[src/rtl/systolic_pkg.sv]
// Shared types for the systolic array sequencer.
// State encoding and feed schedule length.
package systolic_pkg;

    typedef enum logic [2:0] {
        IDLE,
        CLEAR,
        FEED,
        DRAIN,
        DONE
    } ctrl_state_t;

    function automatic int feed_len(input int n);
        return 3 * n - 2;
    endfunction

endpackage

[src/rtl/systolic_skew_gen.sv]
// Operand capture and diagonally skewed row/column feed generation.
// Feeds are registered and load the value for index t on the edge entering t.
module systolic_skew_gen #(
    parameter int data_size = 4,
    parameter int N         = 4,
    parameter int TW        = $clog2(3 * N)
) (
    input  logic                        clk,
    input  logic                        reset,
    input  logic                        load,
    input  logic                        en,
    input  logic [TW-1:0]               t,
    input  logic [N*N*data_size-1:0]    a_mat,
    input  logic [N*N*data_size-1:0]    b_mat,
    output logic [N*data_size-1:0]      a_feed,
    output logic [N*data_size-1:0]      b_feed
);

    localparam int W  = data_size;
    localparam int IW = $clog2(N);

    logic [W-1:0] a_q [N][N];
    logic [W-1:0] b_q [N][N];

    logic [N*W-1:0] a_n;
    logic [N*W-1:0] b_n;

    // Lane i lags t by i; negative lag wraps to a value >= N.
    for (genvar i = 0; i < N; i++) begin : g_lane
        logic [TW-1:0] d;
        logic          hit;
        assign d   = t - TW'(i);
        assign hit = en && (d < TW'(N));
        assign a_n[i*W +: W] = hit ? a_q[i][d[IW-1:0]] : '0;
        assign b_n[i*W +: W] = hit ? b_q[d[IW-1:0]][i] : '0;
    end

    always_ff @(posedge clk or negedge reset) begin
        if (!reset) begin
            a_feed <= '0;
            b_feed <= '0;
            for (int i = 0; i < N; i++) begin
                for (int k = 0; k < N; k++) begin
                    a_q[i][k] <= '0;
                    b_q[i][k] <= '0;
                end
            end
        end else begin
            a_feed <= a_n;
            b_feed <= b_n;
            if (load) begin
                for (int i = 0; i < N; i++) begin
                    for (int k = 0; k < N; k++) begin
                        a_q[i][k] <= a_mat[(i*N+k)*W +: W];
                        b_q[i][k] <= b_mat[(i*N+k)*W +: W];
                    end
                end
            end
        end
    end

endmodule

[src/rtl/systolic_ctrl.sv]
// Sequencer for an NxN systolic array: capture, clear, skewed feed,
// drain, then hold results until acknowledged.
module systolic_ctrl
    import systolic_pkg::*;
#(
    parameter int data_size = 4,
    parameter int N         = 4,
    parameter int DRAIN_CYC = 2
) (
    input  logic                        clk,
    input  logic                        reset,
    input  logic                        start,
    output logic                        ready,
    input  logic [N*N*data_size-1:0]    a_mat,
    input  logic [N*N*data_size-1:0]    b_mat,
    output logic                        pe_clear,
    output logic [N*data_size-1:0]      a_feed,
    output logic [N*data_size-1:0]      b_feed,
    output logic                        feed_valid,
    output logic                        busy,
    output logic                        done,
    input  logic                        ack
);

    localparam int TW = $clog2(3 * N);
    localparam int DW = (DRAIN_CYC > 1) ? $clog2(DRAIN_CYC) : 1;
    localparam logic [TW-1:0] LAST  = TW'(feed_len(N) - 1);
    localparam logic [DW-1:0] DLAST = DW'(DRAIN_CYC - 1);

    ctrl_state_t   state;
    logic [TW-1:0] t;
    logic [DW-1:0] dcnt;

    logic          load;
    logic          en;
    logic [TW-1:0] tsel;

    // ready follows reset directly so it drops the instant reset asserts.
    assign ready = reset && (state == IDLE);
    assign load  = ready && start;
    assign en    = (state == CLEAR) || ((state == FEED) && (t != LAST));
    assign tsel  = (state == FEED) ? t + TW'(1) : '0;

    always_ff @(posedge clk or negedge reset) begin
        if (!reset) begin
            state      <= IDLE;
            t          <= '0;
            dcnt       <= '0;
            pe_clear   <= 1'b0;
            feed_valid <= 1'b0;
            busy       <= 1'b0;
            done       <= 1'b0;
        end else begin
            unique case (state)
                IDLE: begin
                    if (start) begin
                        state    <= CLEAR;
                        pe_clear <= 1'b1;
                        busy     <= 1'b1;
                    end
                end
                CLEAR: begin
                    state      <= FEED;
                    pe_clear   <= 1'b0;
                    feed_valid <= 1'b1;
                    t          <= '0;
                end
                FEED: begin
                    if (t == LAST) begin
                        state      <= DRAIN;
                        feed_valid <= 1'b0;
                        t          <= '0;
                        dcnt       <= '0;
                    end else begin
                        t <= t + TW'(1);
                    end
                end
                DRAIN: begin
                    if (dcnt == DLAST) begin
                        state <= DONE;
                        busy  <= 1'b0;
                        done  <= 1'b1;
                        dcnt  <= '0;
                    end else begin
                        dcnt <= dcnt + DW'(1);
                    end
                end
                DONE: begin
                    if (ack) begin
                        state <= IDLE;
                        done  <= 1'b0;
                    end
                end
                default: begin
                    state <= IDLE;
                end
            endcase
        end
    end

    systolic_skew_gen #(
        .data_size (data_size),
        .N         (N),
        .TW        (TW)
    ) u_skew (
        .clk    (clk),
        .reset  (reset),
        .load   (load),
        .en     (en),
        .t      (tsel),
        .a_mat  (a_mat),
        .b_mat  (b_mat),
        .a_feed (a_feed),
        .b_feed (b_feed)
    );

endmodule

[config.mk]
export PLATFORM = sky130hd
export DESIGN_NAME = systolic_ctrl
export DESIGN_NICKNAME = d
export VERILOG_FILES = /design/src/rtl/systolic_pkg.sv /design/src/rtl/systolic_skew_gen.sv /design/src/rtl/systolic_ctrl.sv
export SDC_FILE = /design/constraint.sdc
export NUM_CORES = 1
export LEC_CHECK = 0
export CAP_MARGIN = 20
export CORE_MARGIN = 5
export CORE_UTILIZATION = 47
export CTS_BUF_LIST = sky130_fd_sc_hd__clkbuf_8
export DETAILED_ROUTE_END_ITERATION = 6
export PLACE_DENSITY = 0.88
export SLEW_MARGIN = 10
export SYNTH_ARGS = -nofsm -noshare
export SYNTH_HDL_FRONTEND = slang
export SYNTH_HIERARCHICAL = 1
export SYNTH_SLANG_ARGS = --single-unit
export TNS_END_PERCENT = 1
[constraint.sdc]
create_clock -name clk -period 2.4 [get_ports clk]
set_input_delay 0.24 -clock clk [delete_from_list [all_inputs] [get_ports clk]]
set_output_delay 0.24 -clock clk [all_outputs]
set_load 0.01 [all_outputs]
# Yosys cells after proc, flatten, opt, wreduce, memory -nomap -nowiden
# Cells that the tools add are included.
dict set report totals {
  ff_bits 172
  input_bits 132
  output_inout_bits 37
  elab_cells 139
}
dict set report op_classes {
  n_addsub 5
  order_cmp 8
  eq_ne 10
  mux 51
  bitwise_logic 4
  n_reduce_logical 20
}
# cell n
set op_table {}
lappend op_table {{binary-select mux 16 bit (select 2 bit)} 4}
lappend op_table {{two-way mux 4 bit} 20}
lappend op_table {{binary-select mux 4 bit (select 2 bit)} 4}
lappend op_table {{two-way mux 16 bit} 2}
lappend op_table {{two-way mux 12 bit} 2}
lappend op_table {{less-than comparator 4 x 3 -> 1 bit (second input constant)} 4}
lappend op_table {{two-way mux 8 bit} 2}
lappend op_table {{case mux 3 bit (5 select lines)} 1}
lappend op_table {{greater-or-equal comparator 3 bit (second input constant)} 4}
lappend op_table {{two-way mux 3 bit} 4}
lappend op_table {{NOT 2 -> 3 bit} 4}
lappend op_table {{case mux 1 bit (2 select lines)} 5}
lappend op_table {{nonzero test 2 bit} 5}
lappend op_table {{case mux 4 bit (2 select lines)} 1}
lappend op_table {{subtractor 4 x 2 -> 4 bit (second input constant)} 2}
lappend op_table {{logical AND 1 bit} 7}
lappend op_table {{== test 3 x 2 -> 1 bit (second input constant)} 2}
lappend op_table {{two-way mux 1 bit} 6}
lappend op_table {{inequality test 2 bit (second input constant)} 3}
lappend op_table {{AND reduction 2 bit} 3}
lappend op_table {{AND reduction 3 bit} 2}
lappend op_table {{adder 4 x 1 -> 4 bit (second input constant)} 1}
lappend op_table {{== test 4 bit (second input constant)} 1}
lappend op_table {{inequality test 4 bit (second input constant)} 1}
lappend op_table {{other kinds (8)} 8}

# Longest topological paths before layout
# Gate-level depths: netlist (run 1).
dict set report depth {
  depth_word 8
  mapped_depth 12
  ltp_nobuf 8
}

# By module
# The synthesis (run 1) kept the hierarchy.
# mod n_inst cells_each area_each_um2 seq_area_each_um2
set modules_own_cells {}
lappend modules_own_cells {systolic_skew_gen 1 395 6693.9 4003.8}
lappend modules_own_cells {systolic_ctrl 1 79 720.7 300.3}

# Worst setup path after synthesis (run 1)
# OpenSTA, ideal clock, no wires.
dict set report synth_path {
  path_kind {register to register}
  startpoint {register state[0]}
  endpoint {register u_skew.a_feed[5]}
  setup_time_ps 143
  arrival_time_ps 2503
  required_ps 2257
  path_slack_ps -246
  stages_incl_launch_ff 13
  n_path_buf 5
  synth_period_minus_slack_ps 2646
  path_cell_list {dfrtp_1 > buf_2 > nor2_2 > nand2_1 > nor2_1 > buf_2 > buf_2 > inv_1 > ha_1 > clkbuf_2 > buf_2 > mux4_2 > nor3b_1}
}
dict set report synth_between {
  elab_chain_len 8
  elab_cells_between_ends 13
  classes_between {1 x add/sub; 1 x order compare; 2 x eq/ne; 5 x mux; 1 x bitwise; 3 x reduce/logical}
}
# item line_no
set synth_rtl {}
lappend synth_rtl {{from (decl)} systolic_ctrl.sv:30} ;# ctrl_state_t state;
lappend synth_rtl {{from (signal assigned)} systolic_ctrl.sv:46} ;# state <= IDLE;
lappend synth_rtl {{from (signal assigned)} systolic_ctrl.sv:57} ;# state <= CLEAR;
lappend synth_rtl {{from (signal assigned)} systolic_ctrl.sv:63} ;# state <= FEED;
lappend synth_rtl {{== test 3 x 2 -> 1 bit *} systolic_ctrl.sv:42} ;# assign tsel = (state == FEED) ? t + TW'(1) : '0;
lappend synth_rtl {{two-way mux 4 bit *} systolic_ctrl.sv:42}
lappend synth_rtl {{via tsel[1]} systolic_ctrl.sv:36} ;# logic [TW-1:0] tsel;
lappend synth_rtl {{subtractor 4 x 1 -> 4 bit *} systolic_skew_gen.sv:32} ;# assign d = t - TW'(i);
lappend synth_rtl {{NOT 2 -> 3 bit (implied by the code)} systolic_skew_gen.sv:34} ;# assign a_n[i*W +: W] = hit ? a_q[i][d[IW-1:0]] : '0;
lappend synth_rtl {{binary-select mux 4 bit (select 2 bit)} systolic_skew_gen.sv:34}
lappend synth_rtl {{two-way mux 4 bit (implied by the code) (2 in series)} systolic_skew_gen.sv:34}
lappend synth_rtl {{two-way mux 4 bit *} systolic_skew_gen.sv:34}
lappend synth_rtl {{via u_skew.a_n[5]} systolic_skew_gen.sv:25} ;# logic [N*W-1:0] a_n;
lappend synth_rtl {{to (signal assigned)} systolic_skew_gen.sv:49} ;# a_feed <= a_n;
lappend synth_rtl {{to (decl)} systolic_skew_gen.sv:15} ;# output logic [N*data_size-1:0] a_feed,
# The timed path passes the listed nets; every way through them passes the cells marked *. The select of a mux whose other input is x is not followed.
# A chain may end at the register's enable or synchronous reset.

# Worst setup path in the final report (run 1)
dict set report layout_path {
  startpoint {register t[0]}
  endpoint {register u_skew.b_feed[14]}
}
dict set report layout_between {
  elab_cells_between_ends 13
  classes_between {2 x add/sub; 1 x order compare; 1 x eq/ne; 5 x mux; 1 x bitwise; 3 x reduce/logical}
}
# item line_no
set layout_lines {}
lappend layout_lines {{from (decl)} systolic_ctrl.sv:31} ;# logic [TW-1:0] t;
lappend layout_lines {{from (signal assigned)} systolic_ctrl.sv:75} ;# t <= t + TW'(1);
lappend layout_lines {{inequality test 4 bit} systolic_ctrl.sv:41} ;# assign en = (state == CLEAR) || ((state == FEED) && (t != LAST));
lappend layout_lines {{logical AND 1 bit} systolic_ctrl.sv:41}
lappend layout_lines {{logical OR 1 bit} systolic_ctrl.sv:41}
lappend layout_lines {{via en} systolic_ctrl.sv:35} ;# logic en;
lappend layout_lines {{logical AND 1 bit} systolic_skew_gen.sv:33} ;# assign hit = en && (d < TW'(N));
lappend layout_lines {{two-way mux 4 bit} systolic_skew_gen.sv:35} ;# assign b_n[i*W +: W] = hit ? b_q[d[IW-1:0]][i] : '0;
lappend layout_lines {{via u_skew.b_n[14]} systolic_skew_gen.sv:26} ;# logic [N*W-1:0] b_n;
lappend layout_lines {{to (signal assigned)} systolic_skew_gen.sv:50} ;# b_feed <= b_n;
lappend layout_lines {{to (decl)} systolic_skew_gen.sv:16} ;# output logic [N*data_size-1:0] b_feed
# The timed path passes the listed nets, and every way through them passes these cells. The select of a mux whose other input is x is not followed.

==> metrics, run 1 <==
status complete, no violations; Syn Area/Cell 15.6 um^2; Worst Hold Class in -> reg; Power Dens Cells 1270 nW/um^2; post-layout net count 789; Max-Cap Viols 0; root buffer cell clkbuf_8; die height 136 um; Worst Setup Start Kind flop; Setup WS pre-CTS -0.0321 ns; crit path kind reg -> reg; min-delay src a_mat[36]; Req. time, crit path 2.78 ns; Clock transition at path regs 0.10 ns; layout cell share with drive strength beyond 1 0.331; main flop type after synthesis dfrtp_1; Layout Area Growth over Synthesis 32.3%; clk_skew 0.0156 ns; Reg2Reg Depth 6; most frequent cells in the layout dfrtp_1 (172), clkdlybuf4s50_1 (167), mux2_2 (128); most common cell after layout, fill and taps aside dfrtp_1; DR DRC count 0; Setup-failing EPs final 0; IO Pins 169; TritonCTS clock tree done; H-tree depth 4; FF-to-FF setup slack 0.13 ns; all-layer global routing usage 0.196; ANT cells 0; met2 Usage GRT 0.332; Layout Utilization 0.627; Setup TNS Final 0 ns; complex-gate fraction of the synthesized area 0.0341; area fraction of the dominant cell type after synthesis 0.580; Worst R2R Start t[0]; Core Box Area 15,700 um^2; IR Drop Worst-Case VDD 0.909 mV; initial antenna violation count 0; grt ovf 0; Syn Nets 613; Die Wd 136 um; adder-cell share of the synthesized area 0.0118; Final ANT Viol Nets 0; clk sinks 172; largest family of logic cells by synthesized area multiplexers; worst slew pin tran 0.880 ns; largest fanout on the critical path 8; Final Max Tran Viols 0; Leakage 4.06 nW; Synth cell types 45; Port Buffers 168; largest net degree at the start of global routing 173; post-synthesis mux area share 0.292; cell taking the most area after synthesis dfrtp_1; worst setup path startpoint t[0]; clk_lat worst skew 0.46 ns; Synth area leaders dfrtp_1 (58%), mux2_2 (19%), mux4_2 (9.7%), buf_2 (1.4%), ha_1 (1.2%); GR peak layer met2; Syn Inst Count 474; Final GP Congestion 0.863; post-synthesis sequential element count 172; Critical Path AT 2.65 ns; GRT met1 Usage 0.238; number of synthesized flops with an enable pin 0; placed wire-length estimate 12.4 mm; vias in the first global route 5,198; full die area 18,400 um^2; Row Count 46; worst path cell trace ha_1, and3b_1, o21ai_1, nor2b_1, or4b_1, a21boi_1; first-pass GRT wire length 27.6 mm; synthesized area 7410 um^2; WHS Endpoint u_skew/a_q[24]; drt pass-1 iters 4; Post-Synth XOR/XNOR Area 0.00591; unrepaired setup endpoints after global routing yes; Post-Route WL 17.0 mm; Yosys warning count 6; largest delay contributor family on the critical path simple AND/OR/NAND/NOR gates; initial DRC count 362; Simple-Gate Fraction of Synth Area 0.0496; Initial Util 0.474; asr flop ratio synth 1.00; per-cell routed wire length 19.4 um; WHS 0.388 ns; # Post-CTS Setup Buffers 0; total CTS buffers 17; Setup crit end kind flop; crit path max-delay cell type or4b_1; Setup WS post-layout 0.129 ns; Buf/Inv on CP 0; met3 global-route usage 0.0509; sequential fraction of the synthesis area 0.580; R2R Path End u_skew/b_feed[14]; via count 4,651; Final Cycle Share 0.946; Final min period 2.27 ns; Rel. slew slack 0.414; fmax 440 MHz; Clock Path Buffers 2; vias per cell 5.30; Cells on Worst Hold Path 2; Final Hold Fails 0; CP max stage delay 0.66 ns; Fillers 1,168
cells in the mapped netlist (2+ instances only):
| cell | count |
|---|---|
| o2bb2ai_1 | 2 |
| and3b_1 | 2 |
| nor2_1 | 7 |
| clkbuf_1 | 2 |
| a21boi_1 | 8 |
| a31oi_1 | 2 |
| o21ai_0 | 5 |
| dfrtp_1 | 172 |
| inv_1 | 5 |
| o21ai_1 | 2 |
| mux2_2 | 128 |
| and2_1 | 2 |
| nand2_1 | 7 |
| a21oi_1 | 6 |
| buf_6 | 5 |
| nor3b_1 | 8 |
| and3_1 | 9 |
| nand3_1 | 4 |
| nand4_1 | 2 |
| buf_2 | 21 |
| nand2b_1 | 3 |
| nor2b_1 | 9 |
| ha_1 | 7 |
| mux4_2 | 32 |
| xnor2_1 | 4 |
power breakdown:
group | switching [W] | internal, W | total (W)
clock network | 0.00106 | 0.000959 | 0.00202
logic | 0.00220 | 0.00326 | 0.00546
registers | 0.000717 | 0.00423 | 0.00494
total | 0.00397 | 0.00845 | 0.0124
metrics by stage:
stage | cell area, um^2 | total power [W] | cells
floorplan | 7440 | 0.00880 | 474
global placement | 9400 | 0.0101 | 846
detailed placement | 9400 | 0.0105 | 846
CTS | 9810 | 0.0125 | 878
global route | 9810 | 0.0132 | 878
finish | 9810 | 0.0124 | 878
area by class of cell:
type | instances | area (um^2) | share of cell area
Clock inverter | 13 | 144 | 0.0147
Inverter | 6 | 22.5 | 0.00230
Sequential cell | 172 | 4300 | 0.439
Tap cell | 216 | 270 | 0.0275
Multi-Input combinational cell | 267 | 2940 | 0.299
Clock buffer | 18 | 248 | 0.0252
Timing Repair Buffer | 186 | 1890 | 0.192
logic make-up after synthesis:
| group | Yosys count |
|---|---|
| flip-flops | 172 |
| multiplexers | 160 |
| AND/OR/NAND/NOR | 60 |
| AO/OA/AOI/OAI | 35 |
| buffers and inverters | 35 |
| adder cells (fa/ha/maj) | 7 |
| XOR/XNOR | 5 |
sequential cells by signal, summed over array words and instances (netlist names):
register and count:
u_skew/b_q 64, done 1, u_skew/a_feed 16, pe_clear 1, u_skew/b_feed 16, state 3, feed_valid 1, t 4
u_skew/a_q 64, dcnt 1, busy 1
worst max-delay path by stage:
stage	cells after the start	slack [ns]	to
4_1_cts	7	0.10	u_skew/a_feed[13]
5_1_grt	8	-0.04	u_skew/b_feed[14]
3_5_place_dp	7	-0.03	u_skew/a_feed[5]
3_3_place_gp	7	0.09	u_skew/a_feed[6]
6_report	6	0.13	u_skew/b_feed[14]
2_1_floorplan	10	0.006	u_skew/a_feed[5]
metal layers:
metal,up-vias,share of wire
met3,36,0.058
met2,145,0.53
met1,2379,0.39
met4,0,0.028
met5,-,0
li1,2091,-
timing repair:
item | CTS | global route
pin swaps | 0 | 1
gates resized for setup | 1 | 1
hold endpoints to repair | 8 | 0
endpoints found under the setup margin | 8 | 13
hold buffers | 1 | 0
Power figures use the tool's default switching activity.
==> run 2, diff against run 1 <==
--- a/config.mk
+++ b/config.mk
@@ -7,10 +7,11 @@
 export LEC_CHECK = 0
 export CAP_MARGIN = 20
 export CORE_MARGIN = 5
-export CORE_UTILIZATION = 47
+export CORE_UTILIZATION = 56
 export CTS_BUF_LIST = sky130_fd_sc_hd__clkbuf_8
 export DETAILED_ROUTE_END_ITERATION = 6
-export PLACE_DENSITY = 0.88
+export GPL_TIMING_DRIVEN = 1
+export PLACE_DENSITY = 0.95
 export SLEW_MARGIN = 10
 export SYNTH_ARGS = -nofsm -noshare
 export SYNTH_HDL_FRONTEND = slang
==> constraint.sdc (replaced) <==
create_clock -name clk -period 2.8 [get_ports clk]
set_input_delay 0.28 -clock clk [delete_from_list [all_inputs] [get_ports clk]]
set_output_delay 0.28 -clock clk [all_outputs]
set_load 0.01 [all_outputs]
==> run 2 against run 1 <==
Die area shrank 15%. Cell count down 4.9%. Sequential power down 14%. Global-route usage up 2.7 points. Non-clock buffer count is 2 lower. Sequential share of layout area increased by 0.22 points. Power shrank 14%. Register-to-register slack improved by 0.10 ns.
==> metrics, run 2 (synthesis results as in run 1) <==
status complete, no violations; Die Wd 125 um (-7.8%); full die area 15,600 um^2 (-15%); Comb pwr share 0.436 (-0.004); layout cell share with drive strength beyond 1 0.327 (-0.00407); root buffer cell clkbuf_8; fin area 9760 um^2 (-0.51%); Clock transition at path regs 0.09 ns (about the same); per-cell routed wire length 20.4 um (+5.1%); clk sinks 172 (unchanged); crit path kind reg -> reg; Reg power frac 0.395 (-0.003); DR DRC count 0 (unchanged); Layout Area Growth over Synthesis 31.7%; Clock Path Buffers 2 (unchanged); largest fanout on the critical path 13 (+5); sw power 0.00336 W (-15%); Largest regs u_skew/a_q: 64 flops, u_skew/b_q: 64 flops; Final Hold Fails 0 (unchanged); Setup crit end kind flop; placed wire-length estimate 12.3 mm (-0.86%); all-layer global routing usage 0.223 (+0.0272); Rel. slew slack 0.384 (-0.0297); vias per cell 5.56 (+4.9%); clk_skew 0.0134 ns (-0.00222 ns); Leakage 4.06 nW (about the same); # Post-CTS Setup Buffers 0 (unchanged); total CTS buffers 17 (unchanged); initial antenna violation count 1 (+1); clk_lat worst skew 0.46 ns (about the same); Buf/Inv on CP 1 (+1); H-tree depth 4 (unchanged); Power Dens Cells 1100 nW/um^2 (-13%); IO Pins 169 (unchanged); Worst Hold Class in -> async; switching share of power 0.314 (-0.00625); crit path max-delay cell type dfrtp_1; worst setup path startpoint state[2]; post-layout net count 787 (-0.25%); Fillers 792 (-32%); via count 4,642 (-0.19%); Worst Setup Start Kind flop; clock power share 0.169 (+0.006); Final min period 2.57 ns (+0.299 ns); fmax 389 MHz (-12%); Worst R2R Start state[2]; initial DRC count 287 (-21%); Core Box Area 13,100 um^2 (-16%); Final ANT Viol Nets 0 (unchanged); Row Count 42 (-8.7%); most frequent cells in the layout dfrtp_1 (172), clkdlybuf4s50_1 (167), mux2_2 (128); Port Buffers 168 (unchanged); first-pass GRT wire length 27.2 mm (-1.3%); IR Drop Worst-Case VDD 0.718 mV (-21%); most common cell after layout, fill and taps aside dfrtp_1; CP max stage delay 0.53 ns (-0.13 ns); worst slew pin tran 0.924 ns (+0.0446 ns); grt ovf 0 (unchanged); Final Max Tran Viols 0 (unchanged); largest net degree at the start of global routing 87 (-50%); FF/Latch Area 4300 um^2 (unchanged); Int Power 0.00736 W (-13%); worst path cell trace nor2_2, nand2_1, nor2_1, inv_2, ha_1, a21boi_0, o2111ai_2, a21boi_1; Final Cycle Share 0.918 (-0.0284); die height 125 um (-7.8%); area of the multi-input gates 2930 um^2 (about the same); Req. time, crit path 3.17 ns (+0.39 ns); Max-Cap Viols 0 (unchanged); vias in the first global route 5,169 (-0.56%); drt pass-1 iters 5 (+1); largest delay contributor family on the critical path compound AO/OA/AOI/OAI gates; TritonCTS clock tree done; unrepaired setup endpoints after global routing no; Final GP Congestion 0.801 (-7.2%); Initial Util 0.564 (+0.0908); Setup-failing EPs final 0 (unchanged); Critical Path AT 2.94 ns (+0.29 ns); Setup TNS Final 0 ns (unchanged); Post-Route WL 17.0 mm (about the same); Post-Place Cell Area 9300 um^2 (-1.1%)
[run 2: final timing paths]
path	cells after the start	slack (ns)	endpoint
worst min register to register	1	0.51	u_skew/a_q[49]
worst max register to register	8	0.23	u_skew/a_feed[14]
worst max-delay path	8	0.23	u_skew/a_feed[14]
min in group clk	3	0.43	done
max in group asynchronous	3	1.46	u_skew/a_q[49]
worst min-delay path	2	0.20	u_skew/a_q[14]
[run 2: metal layers]
| layer | vias up | global-route usage | routed length, um |
|---|---|---|---|
| met1 | 2371 | 0.254 | 6320 |
| li1 | 2085 | - | - |
| met3 | 34 | 0.0674 | 1040 |
| met5 | - | 0 | 0 |
| met4 | 0 | 0.102 | 533 |
| met2 | 152 | 0.387 | 9130 |
[run 2: layout make-up]
| class | count | area share |
|---|---|---|
| flip-flops and latches | 172 | 0.441 |
| multi-input cells | 267 | 0.301 |
| repair buffers | 184 | 0.191 |
| inverters | 6 | 0.00231 |
| clock buffers | 22 | 0.0310 |
| diodes | 1 | 0.000256 |
| clock inverters | 7 | 0.0115 |
| well taps | 176 | 0.0226 |
[run 2: what timing repair did]
action | CTS | global route
endpoints found under the hold margin | 10 | 0
gates resized for setup | 0 | 1
hold buffers | 1 | 0
endpoints found under the setup margin | 0 | 5
[run 2: power groups by stage]
stage	sequential, W	clock (W)	combinational (W)
4_1_cts	0.00424	0.00185	0.00466
6_report	0.00423	0.00181	0.00468
3_3_place_gp	0.00418	0	0.00439
3_5_place_dp	0.00427	0	0.00463
2_1_floorplan	0.00411	0	0.00335
5_1_grt	0.00437	0.00196	0.00502
[run 2: worst reg2reg max path: cells and delay by family (launching register included)]
kind,cells,cell delay (ns)
DFF,1,0.53
adders and majority gates,1,0.21
AOI/OAI and AO/OA,3,0.86
and+or+nand+nor,3,0.78
buffers and inverters,1,0.12
[run 2: through the flow]
step                utilization  setup slack, ns  instances  power, W  hold WS [ns]
floorplan                     -            0.154        474   0.00747       -0.0156
global placement          0.708            0.352        803   0.00857        0.0984
detailed placement        0.708            0.179        803   0.00890         0.104
CTS                       0.740            0.132        833    0.0107         0.170
global route              0.743           0.0337        835    0.0113         0.180
finish                    0.743            0.229        835    0.0107         0.201
